**config.mk**
```make
export PLATFORM = sky130hd
export DESIGN_NAME = uart_rx_flat
export DESIGN_NICKNAME = d
export VERILOG_FILES = /design/src/rtl/uart_rx_if.sv /design/src/rtl/uart_rx.sv /design/src/flat_wrapper.sv
export SDC_FILE = /design/constraint.sdc
export NUM_CORES = 1
export LEC_CHECK = 0
export ABC_AREA = 1
export BUFFER_PORTS_ARGS = -buffer_cell sky130_fd_sc_hd__buf_2
export CAP_MARGIN = 20
export CORE_MARGIN = 2
export CORE_UTILIZATION = 60
export DETAILED_ROUTE_END_ITERATION = 10
export GPL_ROUTABILITY_DRIVEN = 0
export GPL_TIMING_DRIVEN = 0
export PLACE_DENSITY = 0.81
export SLEW_MARGIN = 20
export SYNTH_ARGS = -nofsm -noshare
export SYNTH_HDL_FRONTEND = slang
export SYNTH_SLANG_ARGS = --single-unit
```
**constraint.sdc**
```tcl
create_clock -name clk -period 3.8 [get_ports clk]
set_clock_uncertainty 0.05 [all_clocks]
set_input_delay 0.19 -clock clk [delete_from_list [all_inputs] [get_ports clk]]
set_output_delay 0.19 -clock clk [all_outputs]
set_load 0.005 [all_outputs]
```
**src/rtl/uart_rx_if.sv**
```systemverilog
// Host-side signal bundle for the 8N1 UART receiver: serial line, enable,
// read strobe, and the buffered byte with its status flags.
interface uart_rx_if;
    logic       uart_rxd;
    logic       uart_rx_en;
    logic       rx_ack;
    logic       uart_rx_valid;
    logic [7:0] uart_rx_data;
    logic       rx_ready;
    logic       rx_overrun;
    logic       frame_err;
    logic       uart_rx_break;
    logic       rx_busy;

    modport slave (
        input  uart_rxd, uart_rx_en, rx_ack,
        output uart_rx_valid, uart_rx_data, rx_ready, rx_overrun,
               frame_err, uart_rx_break, rx_busy
    );

    modport master (
        output uart_rxd, uart_rx_en, rx_ack,
        input  uart_rx_valid, uart_rx_data, rx_ready, rx_overrun,
               frame_err, uart_rx_break, rx_busy
    );
endinterface

```
**src/rtl/uart_rx.sv**
```systemverilog
// 8N1 UART receiver: synchronises the line, samples mid-bit, and keeps the
// last good byte in a one-entry buffer with ready/overrun/frame/break status.
module uart_rx #(
    parameter int CLK_HZ   = 24_000_000,
    parameter int BIT_RATE = 115_200
) (
    input  logic        clk,
    input  logic        rst,
    uart_rx_if.slave    bus
);
    localparam int CYCLES_PER_BIT = CLK_HZ / BIT_RATE;
    localparam int HALF_BIT       = CYCLES_PER_BIT / 2;
    localparam int CNT_W          = $clog2(CYCLES_PER_BIT);
    localparam logic [CNT_W-1:0] FULL_LAST = CNT_W'(CYCLES_PER_BIT - 1);
    localparam logic [CNT_W-1:0] HALF_LAST = CNT_W'(HALF_BIT - 1);

    typedef enum logic [2:0] {
        S_IDLE, S_START, S_DATA, S_STOP, S_BREAK, S_WAIT_IDLE
    } state_t;

    state_t           r_state;
    state_t           w_state_nxt;
    logic             r_rxd_meta;
    logic             r_rxd_s;
    logic [CNT_W-1:0] r_cnt;
    logic [2:0]       r_bit_idx;
    logic [7:0]       r_shift;
    logic [7:0]       r_data;
    logic             r_valid;
    logic             r_ready;
    logic             r_overrun;
    logic             r_frame_err;
    logic             w_bit_tick;
    logic             w_good;
    logic             w_bad;

    always_comb begin
        w_state_nxt = r_state;
        w_bit_tick  = 1'b0;
        w_good      = 1'b0;
        w_bad       = 1'b0;
        if (!bus.uart_rx_en) begin
            w_state_nxt = S_IDLE;
        end else begin
            case (r_state)
                S_IDLE: if (!r_rxd_s) w_state_nxt = S_START;
                S_START: begin
                    if (r_cnt == HALF_LAST)
                        w_state_nxt = r_rxd_s ? S_IDLE : S_DATA;
                end
                S_DATA: begin
                    if (r_cnt == FULL_LAST) begin
                        w_bit_tick = 1'b1;
                        if (r_bit_idx == 3'd7) w_state_nxt = S_STOP;
                    end
                end
                S_STOP: begin
                    if (r_cnt == FULL_LAST) begin
                        if (r_rxd_s) begin
                            w_good      = 1'b1;
                            w_state_nxt = S_IDLE;
                        end else begin
                            w_bad       = 1'b1;
                            w_state_nxt = (r_shift == 8'h00) ? S_BREAK : S_WAIT_IDLE;
                        end
                    end
                end
                S_BREAK, S_WAIT_IDLE: if (r_rxd_s) w_state_nxt = S_IDLE;
                default: w_state_nxt = S_IDLE;
            endcase
        end
    end

    always_ff @(posedge clk) begin
        if (rst) begin
            r_rxd_meta  <= 1'b1;
            r_rxd_s     <= 1'b1;
            r_state     <= S_IDLE;
            r_cnt       <= '0;
            r_bit_idx   <= 3'd0;
            r_shift     <= 8'h00;
            r_data      <= 8'h00;
            r_valid     <= 1'b0;
            r_ready     <= 1'b0;
            r_overrun   <= 1'b0;
            r_frame_err <= 1'b0;
        end else begin
            r_rxd_meta  <= bus.uart_rxd;
            r_rxd_s     <= r_rxd_meta;
            r_state     <= w_state_nxt;
            r_valid     <= w_good;
            r_frame_err <= w_bad;

            // Count only in the timed states; any state change or bit boundary restarts it.
            if (w_state_nxt != r_state || w_bit_tick)
                r_cnt <= '0;
            else if (r_state == S_START || r_state == S_DATA || r_state == S_STOP)
                r_cnt <= r_cnt + 1'b1;

            if (r_state == S_START && w_state_nxt == S_DATA)
                r_bit_idx <= 3'd0;
            if (w_bit_tick) begin
                r_shift[r_bit_idx] <= r_rxd_s;
                r_bit_idx          <= r_bit_idx + 3'd1;
            end

            // Newest byte always wins; an ack in the same cycle keeps the buffer full.
            if (w_good) begin
                r_data  <= r_shift;
                r_ready <= 1'b1;
                if (bus.rx_ack)
                    r_overrun <= 1'b0;
                else if (r_ready)
                    r_overrun <= 1'b1;
            end else if (bus.rx_ack && r_ready) begin
                r_ready   <= 1'b0;
                r_overrun <= 1'b0;
            end
        end
    end

    assign bus.uart_rx_valid = r_valid;
    assign bus.uart_rx_data  = r_data;
    assign bus.rx_ready      = r_ready;
    assign bus.rx_overrun    = r_overrun;
    assign bus.frame_err     = r_frame_err;
    assign bus.uart_rx_break = (r_state == S_BREAK);
    assign bus.rx_busy       = (r_state != S_IDLE);
endmodule

```
**src/flat_wrapper.sv**
```systemverilog
// flat-port wrapper written by rule: the top's interface ports become plain ports
module uart_rx_flat 
#(
    parameter int CLK_HZ   = 24_000_000,
    parameter int BIT_RATE = 115_200
)
  (clk, rst, bus_uart_rxd, bus_uart_rx_en, bus_rx_ack, bus_uart_rx_valid, bus_uart_rx_data, bus_rx_ready, bus_rx_overrun, bus_frame_err, bus_uart_rx_break, bus_rx_busy);
  uart_rx_if bus_i ();
  input  logic clk;
  input  logic rst;
  input wire logic [$bits(bus_i.uart_rxd)-1:0] bus_uart_rxd;
  input wire logic [$bits(bus_i.uart_rx_en)-1:0] bus_uart_rx_en;
  input wire logic [$bits(bus_i.rx_ack)-1:0] bus_rx_ack;
  output wire logic [$bits(bus_i.uart_rx_valid)-1:0] bus_uart_rx_valid;
  output wire logic [$bits(bus_i.uart_rx_data)-1:0] bus_uart_rx_data;
  output wire logic [$bits(bus_i.rx_ready)-1:0] bus_rx_ready;
  output wire logic [$bits(bus_i.rx_overrun)-1:0] bus_rx_overrun;
  output wire logic [$bits(bus_i.frame_err)-1:0] bus_frame_err;
  output wire logic [$bits(bus_i.uart_rx_break)-1:0] bus_uart_rx_break;
  output wire logic [$bits(bus_i.rx_busy)-1:0] bus_rx_busy;
  assign bus_i.uart_rxd = bus_uart_rxd;
  assign bus_i.uart_rx_en = bus_uart_rx_en;
  assign bus_i.rx_ack = bus_rx_ack;
  assign bus_uart_rx_valid = bus_i.uart_rx_valid;
  assign bus_uart_rx_data = bus_i.uart_rx_data;
  assign bus_rx_ready = bus_i.rx_ready;
  assign bus_rx_overrun = bus_i.rx_overrun;
  assign bus_frame_err = bus_i.frame_err;
  assign bus_uart_rx_break = bus_i.uart_rx_break;
  assign bus_rx_busy = bus_i.rx_busy;
  uart_rx #(.CLK_HZ(CLK_HZ), .BIT_RATE(BIT_RATE)) u_core (.clk(clk), .rst(rst), .bus(bus_i));
endmodule
```
## Yosys cells after proc, flatten, opt, wreduce, memory -nomap -nowiden

Index checks and enable logic that the tools add are counted.
W data, S select, Z words.

| word-level totals | value |
|---|---|
| flip-flop bits (word level) | 36 |
| input bits | 5 |
| output and inout port bits | 14 |
| logic and storage cells | 73 |

| cells by class | value |
|---|---|
| $add $sub $neg | 2 |
| $lt $le $gt $ge | 2 |
| eq/ne operators | 11 |
| muxes and demuxes | 29 |
| bitwise gates (word level) | 3 |
| reduce and logical (&&, ||, !) cells | 15 |

Operator list:

| cell | number |
|---|---|
| $mux W3 | 10 |
| $mux W1 | 15 |
| $pmux W3 S5 | 1 |
| $eq A3 B2 Y1 const B | 3 |
| $eq A3 B3 Y1 const B | 3 |
| $add A8 B1 Y8 const B | 1 |
| $bwmux W8 | 1 |
| $eq A8 B7 Y1 const B | 1 |
| $eq A8 B8 Y1 const B | 1 |
| $logic_not A8 Y1 | 1 |
| $lt A3 B4 Y1 const B | 1 |
| $reduce_bool A2 Y1 | 2 |
| $reduce_or A2 Y1 | 2 |
| $reduce_or A4 Y1 | 1 |
| $add A3 B1 Y3 const B | 1 |
| $demux W1 S3 | 1 |
| $eq A3 B1 Y1 const B | 1 |
| $ge A3 B1 Y1 const B | 1 |
| $logic_and A1 B1 Y1 | 3 |
| $logic_not A3 Y1 | 1 |
| $logic_or A1 B1 Y1 | 3 |
| $ne A3 B2 Y1 const B | 1 |
| $ne A3 B3 Y1 | 1 |
| $not A1 Y1 | 3 |
| 3 further kinds | 3 |

## Longest topological paths before layout

Gate-level depths: netlist of run 1.

| depth | value |
|---|---|
| word-level depth | 10 |
| depth in mapped cells | 12 |
| depth with buffers taken out | 12 |

## Least setup slack after synthesis of run 1

Ideal clock, no wire load.

| timing | value |
|---|---|
| kind | reg2reg |
| from | register u_core.r_cnt[0] |
| to | register u_core.r_shift[2] |
| setup time | 70 ps |
| arrival | 1520 ps |
| setup slack | 2160 ps |
| cell stages (with the launch flop) | 11 |
| path buffers | 0 |
| cell sequence | dfxtp_1 > ha_1 > nand2_1 > nor2_2 > nand3_2 > nor2_4 > nand2_4 > or2_4 > nor2_2 > o21ai_1 > a21oi_1 |

| on the way | value |
|---|---|
| longest elaborated chain between the ends | 4 |

RTL lines:

| what | line | text |
|---|---|---|
| start, declared | uart_rx.sv:25 | `logic [CNT_W-1:0] r_cnt;` |
| start signal, assigned | uart_rx.sv:98 | `r_cnt <= r_cnt + 1'b1;` |
| $eq A8 B8 Y1 | uart_rx.sv:52 | `if (r_cnt == FULL_LAST) begin` |
| $mux W1 | uart_rx.sv:52 |  |
| $mux W1 | uart_rx.sv:45 | `case (r_state)` |
| $mux W1 | uart_rx.sv:42 | `if (!bus.uart_rx_en) begin` |
| end signal, assigned by index | uart_rx.sv:103 | `r_shift[r_bit_idx] <= r_rxd_s;` |
| end, declared | uart_rx.sv:27 | `logic [7:0] r_shift;` |

No other way between the ends.
A chain may end at the register's enable or synchronous reset.

## Worst setup path in the final report of run 1

| timing | value |
|---|---|
| from | register u_core.r_cnt[0] |
| to | register u_core.r_shift[4] |

Same word-level chain as after synthesis.

==> results.json, run 1 <==
{
  "hp-start": "bus_rx_ack",
  "grt_max_degree": 12,
  "p_leak_nw": 0.8585,
  "multiInputGateArea_um2": 924.6,
  "cp-end-kind": "register",
  "io_buffers": 17,
  "p_sw_mw": 0.1504,
  "seq_power_share_pct": 56.2,
  "setup_violations": 0,
  "synth_cell_types": 32,
  "cts_tree": "built",
  "cts_buffers": 5,
  "final_layout_size_suffix_gt1_share_pct": 24.15,
  "cap_violations": 0,
  "post_cts_buffers": 0,
  "drc": 0,
  "setup_tns_ns": 0,
  "grt.total_usage_pct": 23.67,
  "core-area_mm2": 0.002781,
  "cts_max_level": 2,
  "fill_cells": 241,
  "hold_path_end": "u_core.bus.rx_overrun",
  "criticalPathCategory": "register to register",
  "syn_nets": 246,
  "syn2layout_area_growth_pct": 12.48,
  "fin_crit_sh_pct": 48.42,
  "place_area_mm2": 0.001888,
  "clk_latency_ns": 0.35,
  "antenna_cells": 0,
  "ff2ff_setup_slack_ns": 1.96,
  "rr_endpoint": "u_core.r_shift[4]",
  "vias": 1546,
  "p_int_mw": 0.5262,
  "first_pass_iters": 4,
  "power_mw": 0.6766,
  "viasPerCell": 5.223,
  "ir_drop_uv": 373.3,
  "grt_pass1_wl_um": 6030,
  "wire_per_inst_um": 11.80,
  "pwr-share-comb_pct": 4.1,
  "rsz0062_at_grt": "false",
  "yosysWarnings": 0,
  "start_kind": "register",
  "required_ns": 4.03,
  "period_minus_slack_ns": 1.840,
  "grt-ovfl-total": 0,
  "cts.reportedPaths.clkPinSlew_ns": 0.11,
  "critPathMaxFanout": 6,
  "synth-seq-cells": 36,
  "hold_viol_final": 0,
  "post-route-util_pct": 71.35,
  "drtAntennaViolNets": 0,
  "tightest_slew_ns": 0.5315,
  "power_density_mw_per_mm2": 340.9,
  "ios": 19,
  "slew_headroom_pct": 64.57,
  "finish.instance_area_mm2": 0.001984,
  "power.share.clock_pct": 39.7,
  "slew_violations": 0,
  "dpl.hpwl_um": 2563,
  "min_path_type": "input port to register",
  "syn-cell-area_mm2": 0.001764,
  "die_area_mm2": 0.003390,
  "fp-row-count": 19,
  "drtIter0Drc": 48,
  "ff2ff_path_depth": 10,
  "first_global_vias": 1397,
  "clock_sinks": 36,
  "antenna_found_initial": 0,
  "syn_area_per_cell_um2": 7.413,
  "clock_path_buffers": 2,
  "max_freq_ghz": 0.5435,
  "seq_area_um2": 720.7,
  "ys_seq_area_share_pct": 40.85,
  "start_util_pct": 63.43,
  "nNetsFinal": 272,
  "cts_root_buffer": "clkbuf_4",
  "die_h_um": 58.23,
  "p_sw_share_pct": 22.22,
  "netlist_instances": 238,
  "reg2reg_from": "u_core.r_cnt[0]",
  "critPathArrivalTime_ns": 2.07,
  "wl_um": 3492,
  "hold_depth": 4,
  "fp.dieW_um": 58.23,
  "cp-startpoint": "u_core.r_cnt[0]",
  "status": "finished, final reports clean"
}
area by class of cell:
cell class              count  area share (%)
multi-input cells         172           46.60
flip-flops and latches     36           36.32
repair buffers             19           5.296
inverters                  23           4.351
clock buffers               6           2.081
well taps                  31           1.955
clock inverters             2           1.765
plain buffers               7           1.639
layout by cell type, fill, tap and decap left out, drive strengths merged, types with 3 or more instances in the layout:
cell / n
nand4: 4
xor2: 4
nand2: 35
ha: 3
clkbuf: 10
buf: 20
inv: 22
dfxtp: 36
nand3: 20
nor3: 4
nor2: 59
a21oi: 13
or2: 3
o21ai: 21
synthesized netlist by cell type (all sizes together):
library cell  count  area (um^2)
o21bai            1        11.26
o21ai            21        105.1
nand3            20        135.1
dfxtp            36        720.7
clkbuf            4        15.01
xnor2             2        17.52
buf               3        17.52
a21o              1        7.510
nor3              4        30.03
inv              22        82.58
nor2             59        266.5
clkinv            1        3.750
nand2            35        141.4
mux2i             1        10.01
a21oi            13        68.82
nor4              1        12.51
xor2              4        35.03
or2               3        21.27
nand4             4        25.02
ha                3        37.54
power by group through the flow:
stage	registers, mW	logic [mW]	clock network (mW)
after global routing	0.381	0.0307	0.287
after CTS	0.380	0.0278	0.270
after detailed placement	0.389	0.0260	0
after floorplan	0.388	0.0191	0
after global placement	0.389	0.0255	0
final	0.380	0.0277	0.269
worst max path at each step:
stage	depth (start not counted)	to
3_3_place_gp	10	u_core.r_shift[4]
2_1_floorplan	10	u_core.r_shift[2]
4_1_cts	10	u_core.r_shift[4]
5_1_grt	10	u_core.bus.uart_rx_data[6]
3_5_place_dp	11	u_core.r_shift[1]
6_report	10	u_core.r_shift[4]
sequential cells by signal (all words and copies together) (netlist names):
register and cells:
u_core.r_state 3, u_core.bus.rx_overrun 1, u_core.bus.rx_ready 1, u_core.r_cnt 8, u_core.bus.uart_rx_data 8, u_core.bus.uart_rx_valid 1
u_core.r_rxd_s 1, u_core.r_shift 8, u_core.bus.frame_err 1, u_core.r_bit_idx 3, u_core.r_rxd_meta 1
cell families after synthesis:
group / after synthesis / share of synthesized area (%)
XOR/XNOR: 6 / 2.979
AO/OA/AOI/OAI: 36 / 10.92
flip-flops: 36 / 40.85
buffers and inverters: 30 / 6.737
AND/OR/NAND/NOR: 126 / 35.82
adder cells (fa/ha/maj): 3 / 2.128
multiplexers: 1 / 0.5674
layer usage:
metal	routed length [um]	share of wire [%]	up-vias	GRT usage [%]
li1	-	-	820	-
met1	1708	49	690	30.85
met2	1591	46	29	37.82
met3	138	4.0	7	8.036
met4	53	1.5	0	5.980
met5	0	0	-	0
per-stage QoR:
| stage | setup slack, ns | instances | hold slack, ns |
|---|---|---|---|
| 2_1_floorplan | 2.160 | 238 | 0.2191 |
| 3_3_place_gp | 2.010 | 286 | 0.3223 |
| 3_5_place_dp | 1.980 | 286 | 0.3379 |
| 4_1_cts | 1.939 | 296 | 0.07964 |
| 5_1_grt | 1.741 | 296 | 0.08425 |
| 6_report | 1.960 | 296 | 0.07815 |
worst max-delay path: stages, from the launching register on:
cell and delay (ns):
dfxtp_1 0.38, ha_1 0.20, nand2_1 0.11, nor2_2 0.11, nand3_2 0.12, nor2_4 0.15, nand2_4 0.09, or2_4 0.27
nor2_2 0.11, o21ai_1 0.07, a21oi_1 0.12
what timing repair did:
action,4_1_cts,5_1_grt
resized for setup,0,0
hold buffers,2,0
hold endpoints to repair,2,0
Note: power is estimated with default switching activity, not from simulation.
==> inputs of run 2 (changes only) <==
Settings changed: CORE_UTILIZATION 60 to 52, PLACE_DENSITY 0.81 to 0.75.
Clock period 3.8 ns to 1.6 ns, I/O delays scaled along.
==> results.json, run 2 (synthesized netlist as in run 1, its figures left out) <==
{
  "io_buffers": 17,
  "criticalPathCategory": "register to register",
  "tightest_slew_ns": 0.4913,
  "mostFrequentLayoutCells": "33 x nor2_1, 30 x dfxtp_1, 28 x nand2_1",
  "syn2layout_area_growth_pct": 27.52,
  "cts_tree": "built",
  "cap_violations": 0,
  "cp_common_cell": "nor2_4",
  "core-area_mm2": 0.003284,
  "antenna_found_initial": 0,
  "grt.total_usage_pct": 21.02,
  "critPathArrivalTime_ns": 1.97,
  "cts_max_level": 2,
  "power_density_mw_per_mm2": 647.9,
  "cp-startpoint": "u_core.r_cnt[1]",
  "multiInputGateArea_mm2": 0.001065,
  "reg2reg_from": "u_core.r_cnt[1]",
  "period_minus_slack_ns": 1.725,
  "drtAntennaViolNets": 0,
  "cts_buffers": 5,
  "fill_cells": 275,
  "clock_sinks": 36,
  "rsz0062_at_grt": "true",
  "first_global_vias": 1447,
  "final_layout_size_suffix_gt1_share_pct": 38.27,
  "slew_violations": 0,
  "clock_path_buffers": 2,
  "p_leak_nw": 0.9719,
  "die_area_mm2": 0.003874,
  "final_common_cell": "nor2_1",
  "hold_viol_final": 0,
  "cts.reportedPaths.clkPinSlew_ns": 0.11,
  "layout_setup_ws_ns": -0.1252,
  "critPathMaxFanout": 4,
  "min_path_type": "input port to register",
  "vias": 1635,
  "power_mw": 1.458,
  "seq_area_um2": 730.7,
  "die_h_um": 62.25,
  "grt-ovfl-total": 0,
  "start_util_pct": 53.71,
  "nNetsFinal": 284,
  "status": "complete, but fails checks",
  "start_kind": "register",
  "setup_tns_ns": -1.510,
  "ios": 19,
  "place_area_mm2": 0.001924,
  "viasPerCell": 5.062,
  "dp_cells": 301,
  "drtIter0Drc": 118,
  "ir_drop_uv": 442.1,
  "antenna_cells": 0,
  "slew_headroom_pct": 67.25,
  "pre_cts_ws_ns": -0.2003,
  "grt_max_degree": 13,
  "fin_crit_sh_pct": 107.8,
  "critPathMaxStageDelay_ns": 0.37,
  "wl_um": 3927,
  "path_cells": "ha_4 -> nand2_4 -> nor2_4 -> nand3_4 -> nor2_4 -> nand2_4 -> or2_4 -> nor2_4 -> o21ai_1 -> a21oi_1",
  "dpl.hpwl_um": 2499,
  "fp.dieW_um": 62.25,
  "clk_latency_ns": 0.35,
  "violations": "setup timing",
  "fin_hold_ws_ns": 0.1288,
  "setup_violations": 26,
  "finish.instance_area_mm2": 0.002250,
  "grt_pass1_wl_um": 6568,
  "slowest_stage": "dfxtp_2",
  "hp-start": "bus_uart_rx_en",
  "max_freq_ghz": 0.5796,
  "drc": 0,
  "post-route-util_pct": 68.50,
  "cp-end-kind": "register",
  "fp-row-count": 21,
  "wire_per_inst_um": 12.16,
  "finalNonFillerCells": 323,
  "cts_root_buffer": "clkbuf_4",
  "required_ns": 1.84,
  "first_pass_iters": 4
}
## run 2: critical path, delay by kind of cell, from the launching register on
family	cells	cell delay, ns
compound gates	2	0.19
flops	1	0.37
simple gates	7	0.92
fa+ha+maj	1	0.16
## run 2: worst paths after layout
| kind | end | slack [ns] | cells past startpoint |
|---|---|---|---|
| max | u_core.r_shift[0] | -0.13 | 10 |
| min | u_core.r_state[2] | 0.13 | 3 |
| max reg2reg | u_core.r_shift[0] | -0.13 | 10 |
| min reg2reg | u_core.r_rxd_s | 0.38 | 1 |
## run 2: what timing repair did
action / 4_1_cts / 5_1_grt
gates resized for setup: 25 / 23
setup buffers: 6 / 4
endpoints found under the setup margin: 28 / 30
pin swaps: 8 / 4
gates cloned: 1 / 0
hold buffers: 3 / 0
endpoints found under the hold margin: 4 / 0
## run 2: cell type report
type	count	area share, %
clock inverter	3	0.8343
clock buffer	5	1.669
buffer	7	2.058
sequential	36	32.48
tap	46	2.558
inverter	23	3.949
multi-input combinational	172	47.33
timing repair buffer	31	9.121
## run 2: routing by layer
metal	part of all wire, %	routed length [um]	track usage (%)	vias to the layer above
li1	-	-	-	848
met1	47	1829	28.28	741
met2	47	1829	32.20	38
met3	4.9	194	5.616	8
met4	1.9	73	8.333	0
met5	0	0	0	-
## run 2: where the power goes
group	internal [mW]	switching (mW)	leakage (nW)
Combinational	0.0280	0.0483	0.643
Sequential	0.898	0.00383	0.294
Clock	0.168	0.311	0.0349
Total	1.09	0.363	0.972
==> inputs of run 3 (changes only) <==
Settings changed: CORE_UTILIZATION 52 to 43, MAX_ROUTING_LAYER set to met4, PLACE_DENSITY 0.75 to unset.
==> results.json, run 3 (synthesized netlist as in run 1, its figures left out) <==
{
  "ff2ff_path_depth": 11,
  "fin_crit_sh_pct": 105.0,
  "first_global_vias": 1348,
  "fp-row-count": 23,
  "critPathMaxFanout": 8,
  "fill_cells": 363,
  "mostFrequentLayoutCells": "33 x nor2_1, 30 x nand2_1, 29 x dfxtp_1",
  "critPathMaxStageDelay_ns": 0.36,
  "grt_max_degree": 13,
  "slew_headroom_pct": 68.90,
  "dpl.hpwl_um": 2569,
  "cp-end-kind": "register",
  "pre_cts_ws_ns": -0.1635,
  "slew_violations": 0,
  "start_kind": "register",
  "io_buffers": 17,
  "drc": 0,
  "cts_root_buffer": "clkbuf_8",
  "status": "complete, but fails checks",
  "setup_tns_ns": -1.136,
  "first_pass_iters": 4,
  "wl_um": 3755,
  "criticalPathCategory": "register to register",
  "hold_path_end": "u_core.bus.rx_overrun",
  "period_minus_slack_ns": 1.679,
  "grt_pass1_wl_um": 5954,
  "fin_hold_ws_ns": 0.006680,
  "viasPerCell": 4.861,
  "hp-start": "bus_rx_ack",
  "ff2ff_setup_slack_ns": -0.08,
  "setup_violations": 21,
  "required_ns": 1.78,
  "power_mw": 1.774,
  "p_leak_nw": 0.9953,
  "tightest_slew_ns": 0.4665,
  "core-area_mm2": 0.003971,
  "antenna_found_initial": 0,
  "drtAntennaViolNets": 0,
  "drtIter0Drc": 61,
  "place_area_mm2": 0.001929,
  "vias": 1604,
  "layout_setup_ws_ns": -0.07921,
  "hold_viol_final": 0,
  "slowest_stage": "dfxtp_2",
  "violations": "setup timing",
  "grt.total_usage_pct": 17.67,
  "rr_endpoint": "u_core.r_cnt[7]",
  "rsz0062_at_grt": "true",
  "fp.dieW_um": 68.05,
  "ir_drop_uv": 618.9,
  "cts.reportedPaths.clkPinSlew_ns": 0.08,
  "start_util_pct": 44.42,
  "syn2layout_area_growth_pct": 32.20,
  "antenna_cells": 0,
  "die_h_um": 68.05,
  "final_common_cell": "nor2_1",
  "finish.instance_area_mm2": 0.002332,
  "final_layout_size_suffix_gt1_share_pct": 37.86,
  "max_freq_ghz": 0.5955,
  "clk_latency_ns": 0.29,
  "cts_tree": "built",
  "cap_violations": 0,
  "multiInputGateArea_mm2": 0.001059,
  "path_cells": "ha_4 -> nand2_4 -> nor2_4 -> nand3_4 -> nand2_2 -> nand2_1 -> o21bai_2 -> nand2_1 -> nand2_2 -> nand3_4 -> nor2_2",
  "clock_path_buffers": 2,
  "clock_sinks": 36,
  "wire_per_inst_um": 11.38,
  "grt-ovfl-total": 0,
  "hold_depth": 4,
  "power_density_mw_per_mm2": 760.6,
  "seq_area_um2": 734.5,
  "ios": 19,
  "die_area_mm2": 0.004631,
  "nNetsFinal": 287,
  "reg2reg_from": "u_core.r_cnt[1]",
  "min_path_type": "input port to register",
  "cts_buffers": 5,
  "critPathArrivalTime_ns": 1.86,
  "cts_max_level": 2
}
## run 3: how the worst max path moves through the flow
stage / start / endpoint / slack, ns / cells after the start
floorplan: u_core.r_cnt[1] / u_core.r_shift[4] / -0.02 / 10
global placement: u_core.r_cnt[0] / u_core.r_shift[4] / -0.16 / 10
detailed placement: u_core.r_cnt[1] / u_core.r_shift[4] / -0.16 / 10
CTS: u_core.r_cnt[1] / u_core.r_shift[2] / -0.1 / 10
global route: u_core.r_cnt[0] / u_core.r_cnt[7] / -0.19 / 11
finish: u_core.r_cnt[1] / u_core.r_cnt[7] / -0.08 / 11
## run 3: area by class of cell
| type | count | share of cell area, % |
|---|---|---|
| timing repair buffer | 34 | 9.657 |
| sequential | 36 | 31.49 |
| inverter | 23 | 4.024 |
| multi-input combinational | 172 | 45.39 |
| tap | 50 | 2.682 |
| clock inverter | 3 | 1.824 |
| clock buffer | 5 | 2.951 |
| buffer | 7 | 1.985 |
## run 3: through the flow
| step | instances | util, % |
|---|---|---|
| floorplan | 238 | - |
| global placement | 305 | 48.58 |
| detailed placement | 305 | 48.58 |
| CTS | 323 | 55.23 |
| global route | 330 | 58.73 |
| finish | 330 | 58.73 |
## run 3: power breakdown
| group | leakage, nW | internal (mW) | switching [mW] |
|---|---|---|---|
| clock network | 0.0541 | 0.461 | 0.338 |
| logic | 0.647 | 0.0278 | 0.0468 |
| registers | 0.294 | 0.896 | 0.00432 |
## run 3: timing repair
action / in CTS / in global routing
hold buffers: 2 / 0
hold endpoints to repair: 2 / 0
cloned: 1 / 0
pin swaps: 8 / 8
endpoints found under the setup margin: 28 / 28
resized for setup: 25 / 31
setup buffers: 7 / 7
## run 3: worst max-delay path: cells and delay by family, from the launching register on
family / cells / cell delay [ns]
and+or+nand+nor: 9 / 0.87
DFF: 1 / 0.36
AOI/OAI and AO/OA: 1 / 0.18
adders and majority gates: 1 / 0.16
## run 3: layer usage
layer	GRT usage (%)	up-vias	wire length [um]
met5	-	-	0
met4	7.500	0	57
met3	4.441	6	201
met2	27.67	36	1755
met1	21.58	711	1741
li1	-	851	-
